[src/rtl/pipe_skid_reg.sv]
// Elastic two-entry pipeline register (main + skid) with registered in_ready.
// Consumer back-pressure is absorbed by the skid entry so in_ready never sees out_ready combinationally.
module pipe_skid_reg #(
    parameter int unsigned WIDTH = 32
) (
    input  logic             clk,
    input  logic             rst,
    input  logic             flush,
    input  logic             in_valid,
    output logic             in_ready,
    input  logic [WIDTH-1:0] in_data,
    output logic             out_valid,
    input  logic             out_ready,
    output logic [WIDTH-1:0] out_data
);

    typedef enum logic [1:0] {
        EMPTY = 2'd0,
        BUSY  = 2'd1,
        FULL  = 2'd2
    } state_t;

    state_t           state;
    logic [WIDTH-1:0] skid_data;
    logic             in_fire;
    logic             out_fire;

    assign in_fire  = in_valid & in_ready;
    assign out_fire = out_valid & out_ready;

    // State, flags and both entries update together; out_data is always the main entry.
    always_ff @(posedge clk) begin
        if (rst) begin
            state     <= EMPTY;
            out_valid <= 1'b0;
            in_ready  <= 1'b1;
            out_data  <= '0;
            skid_data <= '0;
        end else if (flush) begin
            state     <= EMPTY;
            out_valid <= 1'b0;
            in_ready  <= 1'b1;
        end else begin
            case (state)
                EMPTY: begin
                    if (in_fire) begin
                        state     <= BUSY;
                        out_data  <= in_data;
                        out_valid <= 1'b1;
                        in_ready  <= 1'b1;
                    end
                end
                BUSY: begin
                    if (in_fire && out_fire) begin
                        out_data <= in_data;
                    end else if (in_fire) begin
                        state     <= FULL;
                        skid_data <= in_data;
                        in_ready  <= 1'b0;
                    end else if (out_fire) begin
                        state     <= EMPTY;
                        out_valid <= 1'b0;
                    end
                end
                FULL: begin
                    if (out_fire) begin
                        state    <= BUSY;
                        out_data <= skid_data;
                        in_ready <= 1'b1;
                    end
                end
                default: begin
                    state     <= EMPTY;
                    out_valid <= 1'b0;
                    in_ready  <= 1'b1;
                end
            endcase
        end
    end

endmodule

[config.mk]
export PLATFORM = sky130hd
export DESIGN_NAME = pipe_skid_reg
export DESIGN_NICKNAME = d
export VERILOG_FILES = /design/src/rtl/pipe_skid_reg.sv
export SDC_FILE = /design/constraint.sdc
export NUM_CORES = 1
export LEC_CHECK = 0
export BUFFER_PORTS_ARGS = -buffer_cell sky130_fd_sc_hd__buf_2
export CAP_MARGIN = 10
export CORE_MARGIN = 2
export CORE_UTILIZATION = 30
export CTS_CLUSTER_SIZE = 20
export DETAILED_ROUTE_END_ITERATION = 8
export GPL_TIMING_DRIVEN = 0
export PLACE_DENSITY = 0.57
export SETUP_SLACK_MARGIN = 0.02
export SLEW_MARGIN = 15
export SYNTH_ARGS = -nofsm -noshare
export SYNTH_HDL_FRONTEND = slang
export SYNTH_SLANG_ARGS = --single-unit
[constraint.sdc]
create_clock -name clk -period 1.7 [get_ports clk]
set_input_delay 0.34 -clock clk [delete_from_list [all_inputs] [get_ports clk]]
set_output_delay 0.34 -clock clk [all_outputs]
set_load 0.01 [all_outputs]
==> results.sh, run 1 <==
export IMPL_status="finished, final reports clean"
export IMPL_relSlewSlack_pct=45.8
export IMPL_grt_setup_unrepaired="yes"
export IMPL_drv_cap=0
export IMPL_critPathKind="flop to flop"
export IMPL_antenna_found_initial=0
export IMPL_drive_above_1_share_pct=39.3
export IMPL_drt_wl_total_mm=7.86
export IMPL_final_instance_count_excl_fill=541
export IMPL_final_area_sq_um=3890
export IMPL_vias=2632
export IMPL_grt_start_max_net_pins=13
export IMPL_r2r_cells=6
export IMPL_period_share_pct=95.8
export IMPL_insertion_delay_ps=350
export IMPL_r2r_start="state[1]"
export IMPL_hold_start="flush"
export IMPL_clockBufferDepth=2
export IMPL_startpoint_type="flop"
export IMPL_r2r_end="out_data[31]"
export IMPL_crit_arrival_ps=1890
export IMPL_place_area_sq_um=3380
export IMPL_cts_buffers=9
export IMPL_period_needed_ps=1630
export IMPL_synth_nets=356
export IMPL_num_io_pins=71
export IMPL_track_usage_pct=15.0
export IMPL_avgSynthCellArea_sq_um=9.02
export IMPL_hp_class="input pin to flop"
export IMPL_synth_ff_latch_count=68
export IMPL_die_w_um=102
export IMPL_htree_levels=3
export IMPL_cts_tree="done"
export IMPL_netlist_area_sq_um=2880
export IMPL_dp_cells=517
export IMPL_drt_pass1_iter_count=5
export IMPL_fin_setup_tns_ps=0
export IMPL_finalSetupViolations=0
export IMPL_clkSinkCount=68
export IMPL_worstMarginPinSlew_ps=813
export IMPL_yosysWarnings=0
export IMPL_syn_to_final_growth_pct=35.2
export IMPL_synthCells=319
export IMPL_routed_via_density=4.87
export IMPL_critPathCaptureType="flop"
export IMPL_hold_violations=0
export IMPL_n_fill_cell=957
export IMPL_io_buffers=69
export IMPL_max_freq_ghz=0.614
export IMPL_min_to="state[1]"
export IMPL_final_common_cell="buf_2"
export IMPL_globalRouteOverflowTotal=0
export IMPL_dp_final_hpwl_mm=5.32
export IMPL_drc=0
export IMPL_path_clk_slew_ps=70
export IMPL_drt_iter0_markers=67
export IMPL_worstPathMaxFanout=8
export IMPL_required_ps=1970
export IMPL_grt_first_pass_wirelength_mm=12.1
export IMPL_leakagePower_nw=1.51
export IMPL_ctsHoldBuffers=0
export IMPL_drtAntennaViolNets=0
export IMPL_irDropWorstVdd_v=0.000644
export IMPL_initial_core_util_pct=31.0
export IMPL_chipHeight_um=102
export IMPL_most_common_layout_cells="71 x buf_2, 66 x nand2_1, 64 x dfxtp_1, 37 x a21oi_1, 33 x inv_1"
export IMPL_grt_pass1_vias=2474
export IMPL_r2r_setup_slack_ps=70
export IMPL_synth_yosys_seq_area_share_pct=47.3
export IMPL_hold_depth=2
export IMPL_avgRoutedWirePerCell_um=14.5
export IMPL_cts_root_buf="clkbuf_8"
export IMPL_powerDensity_nw_per_um2=963
export IMPL_gp_congestion=0.743
export IMPL_skew_ps=5.33
export IMPL_num_rows=35
export IMPL_drv_slew=0
export IMPL_yosysUniqueCellTypes=27
export IMPL_core_area_sq_um=9280
export IMPL_antenna_cells=0
export IMPL_design_die_area_sq_um=10400
export IMPL_nets=444
export IMPL_total_power_w=0.00374
## state kept, by name, indices dropped and copies added, names as in the netlist
register   flops
in_ready       1
out_data      32
out_valid      1
skid_data     32
state          2
## through the flow
step           setup slack, ps  hold slack, ps  utilization [%]
2_1_floorplan              160             419                -
3_3_place_gp              -290             442             36.4
3_5_place_dp              -329             447             36.4
4_1_cts                   28.8             217             39.2
5_1_grt                   2.87             232             41.9
6_report                  71.9             230             41.9
## metal layers
layer	routed length, um	track usage [%]
met5	0	0
met4	109	4.72
met3	550	4.86
met2	3650	23.8
met1	3560	19.3
## how the worst max path moves through the flow
stage,startpoint,end,depth (start not counted)
floorplan,out_valid,out_data[0],6
global placement,out_ready,out_data[11],7
detailed placement,out_ready,out_data[11],7
CTS,state[0],skid_data[26],5
global route,state[1],out_data[31],6
finish,state[1],out_data[31],6
## logic make-up (layout without fill, tap and decap cells)
| group | after synthesis | after routing | synth area share [%] |
|---|---|---|---|
| buf+inv | 62 | 155 | 8.92 |
| simple gates | 81 | 81 | 12.0 |
| mux | 1 | 1 | 0.348 |
| compound gates | 107 | 107 | 31.4 |
| flops | 68 | 68 | 47.3 |
## power breakdown
part           switching [W]  internal, W  total [W]
Clock               0.000649     0.000862    0.00151
Combinational       0.000278     0.000250   0.000527
Sequential         0.0000410      0.00166    0.00171
## cell type report
class	count	area [sq um]	area share [%]
Sequential cell	68	1370	35.2
Multi-Input combinational cell	189	1340	34.5
Timing Repair Buffer	79	475	12.2
Buffer	27	194	4.99
Tap cell	129	161	4.15
Clock buffer	10	138	3.54
Inverter	33	124	3.19
Clock inverter	6	87.6	2.25
## worst max-delay path, cell delays in order (launching register included)
cell       delay [ps]
dfxtp_4           370
nand3b_4          160
a211oi_4          330
o21ai_4           130
buf_12            150
clkbuf_16         150
a221oi_2          250
## synth_stat cells
cell      number  area share, %
mux2i_1        1           0.35
buf_4          3           0.78
inv_1         33            4.3
nor4_1         1           0.22
a221oi_2      29             15
nand2_1       67            8.7
a21boi_1       1           0.26
clkbuf_1      16            2.1
nor2b_1        1           0.22
and2_1         1           0.22
o21ai_2        1           0.30
a221oi_1       3           0.91
and3b_1        1           0.30
o21a_1         1           0.26
buf_2         10            1.7
o22ai_1       33            7.2
dfxtp_1       68             47
and4_1         1           0.30
nand4_1        1           0.22
o21ai_0        1           0.17
nand3b_4       1           0.70
nor2_1         4           0.52
nand2b_1       1           0.22
nor3_1         1           0.17
a211oi_4       1           0.70
and2_0         1           0.22
a21oi_1       37            6.4
## what timing repair did
| item | 4_1_cts | 5_1_grt |
|---|---|---|
| cloned | 0 | 2 |
| pin swaps | 1 | 7 |
| setup buffers | 2 | 6 |
| setup endpoints to repair | 61 | 61 |
| resized for setup | 9 | 44 |
No activity file was read; power rests on OpenSTA's default activity.
==> run 2: changes to the inputs <==
--- a/config.mk
+++ b/config.mk
@@ -8,11 +8,13 @@
 export BUFFER_PORTS_ARGS = -buffer_cell sky130_fd_sc_hd__buf_2
 export CAP_MARGIN = 10
 export CORE_MARGIN = 2
-export CORE_UTILIZATION = 30
+export CORE_UTILIZATION = 40
+export CTS_CLUSTER_DIAMETER = 100
 export CTS_CLUSTER_SIZE = 20
 export DETAILED_ROUTE_END_ITERATION = 8
+export GPL_ROUTABILITY_DRIVEN = 0
 export GPL_TIMING_DRIVEN = 0
-export PLACE_DENSITY = 0.57
+export PLACE_DENSITY = 0.7
 export SETUP_SLACK_MARGIN = 0.02
 export SLEW_MARGIN = 15
 export SYNTH_ARGS = -nofsm -noshare
==> run 2 against run 1 <==
Effect of this change:
- worst setup slack gained 27 ps
- sequential power is essentially flat
- global-route usage grew 3.7 points
- combinational power shrank 13%
- highest routed layer unchanged
==> results.sh, run 2 (same netlist as run 1, synthesis figures left out) <==
export IMPL_status="finished, final reports clean"
export IMPL_dp_final_hpwl_mm=4.82
export IMPL_irDropWorstVdd_v=0.000523
export IMPL_drt_pass1_iter_count=4
export IMPL_clockBufferDepth=2
export IMPL_slowest_stage="buf_2"
export IMPL_insertion_delay_ps=350
export IMPL_nets=440
export IMPL_syn_to_final_growth_pct=25.9
export IMPL_htree_levels=3
export IMPL_n_fill_cell=666
export IMPL_grt_start_max_net_pins=12
export IMPL_grt_setup_unrepaired="yes"
export IMPL_num_io_pins=71
export IMPL_worst_path_dominant_cell_family="buffers and inverters"
export IMPL_r2r_setup_slack_ps=100
export IMPL_powerDensity_nw_per_um2=971
export IMPL_crit_arrival_ps=1800
export IMPL_cts_buffers=9
export IMPL_r2r_cells=6
export IMPL_grt_first_pass_wirelength_mm=11.2
export IMPL_globalRouteOverflowTotal=0
export IMPL_pre_cts_slack_ps=-263
export IMPL_crit_buf_inv=3
export IMPL_skew_ps=8.18
export IMPL_path_depth=6
export IMPL_relSlewSlack_pct=50.2
export IMPL_grt_pass1_vias=2388
export IMPL_reg_largest_list="out_data x32, skid_data x32, state x2"
export IMPL_path_clk_slew_ps=70
export IMPL_r2r_start="state[1]"
export IMPL_cts_tree="done"
export IMPL_num_rows=30
export IMPL_drv_slew=0
export IMPL_drt_wl_total_mm=6.92
export IMPL_r2r_end="out_data[29]"
export IMPL_hold_violations=0
export IMPL_chipHeight_um=88.8
export IMPL_vias=2584
export IMPL_timing_final_ws_setup_ps=98.7
export IMPL_core_area_sq_um=6870
export IMPL_track_usage_pct=18.7
export IMPL_design_die_area_sq_um=7890
export IMPL_hold_start="in_data[23]"
export IMPL_path_cells="buf_2 > nand3b_4 > a211oi_4 > buf_4 > buf_2 > a221oi_2"
export IMPL_period_share_pct=94.2
export IMPL_io_buffers=69
export IMPL_period_needed_ps=1600
export IMPL_antenna_found_initial=0
export IMPL_max_stage_delay_ps=310
export IMPL_critPathKind="flop to flop"
export IMPL_routed_via_density=5.14
export IMPL_drc=0
export IMPL_clkSinkCount=68
export IMPL_most_common_layout_cells="79 x buf_2, 67 x nand2_1, 65 x dfxtp_1, 37 x a21oi_1, 33 x inv_1"
export IMPL_leakagePower_nw=1.43
export IMPL_fin_setup_tns_ps=0
export IMPL_antenna_cells=0
export IMPL_worstMarginPinSlew_ps=747
export IMPL_final_common_cell="buf_2"
export IMPL_finalSetupViolations=0
export IMPL_die_w_um=88.8
export IMPL_drive_above_1_share_pct=36.9
export IMPL_hold_depth=3
export IMPL_drtAntennaViolNets=0
export IMPL_required_ps=1890
export IMPL_worstPathMaxFanout=10
export IMPL_critPathCaptureType="flop"
export IMPL_initial_core_util_pct=41.9
export IMPL_min_to="skid_data[23]"
export IMPL_startpoint_type="flop"
export IMPL_hp_class="input pin to flop"
export IMPL_crit_path_frequent_cell="buf_2"
export IMPL_cts_root_buf="clkbuf_8"
export IMPL_drv_cap=0
export IMPL_drt_iter0_markers=105
export IMPL_max_freq_ghz=0.624
export IMPL_avgRoutedWirePerCell_um=13.8
## run 2: cell count changes in the layout (fill, tap and decap cells not counted), moves of 3 or more
cell	change
buf_2	+8
buf_6	-4
o22ai_1	+4
o22ai_2	-4
buf_12	-3
clkinvlp_4	-3
## run 2: report_power, final
group | internal [W] | switching [W] | leakage (nW)
sequential | 0.00167 | 0.0000393 | 0.555
combinational | 0.000205 | 0.000256 | 0.775
clock | 0.000747 | 0.000602 | 0.105
## run 2: per-stage QoR
stage	hold WS, ps	cells	total power (W)	area [sq um]	util, %
floorplan	419	319	0.00202	2880	-
global placement	441	484	0.00218	3340	48.7
detailed placement	449	484	0.00219	3340	48.7
CTS	224	503	0.00355	3590	52.3
global route	235	503	0.00368	3620	52.7
finish	235	503	0.00352	3620	52.7
## run 2: area by class of cell
cell class	instances	area, sq um	share of cell area (%)
Multi-Input combinational cell	189	1290	35.6
Clock inverter	4	48.8	1.35
Timing Repair Buffer	73	375	10.4
Tap cell	96	120	3.32
Inverter	33	124	3.42
Sequential cell	68	1370	37.7
Buffer	29	149	4.11
Clock buffer	11	151	4.18
## run 2: tightest hold or removal path, stage by stage
cell     delay [ps]
buf_2           100
nand2_1          50
a21oi_1          50
## run 2: how the worst max path moves through the flow
stage	startpoint	to	slack [ps]
after global placement	out_ready	out_data[13]	-210
after detailed placement	out_ready	out_data[13]	-260
after floorplan	out_valid	out_data[0]	160
final	state[1]	out_data[29]	100
after CTS	state[1]	out_data[12]	40
after global routing	state[1]	out_data[31]	0.6
## run 2: routing by layer
layer	share of wire (%)	GRT usage, %	up-vias
met3	6.7	7.18	10
met4	1.4	6.20	0
met5	0	0	-
met2	48	30.9	81
met1	44	22.3	1198
li1	-	-	1295
## run 2: timing repair
item	4_1_cts	5_1_grt
resized for setup	10	12
hold buffers	0	0
setup endpoints to repair	60	61
buffers inserted	4	0
pin swaps	1	0
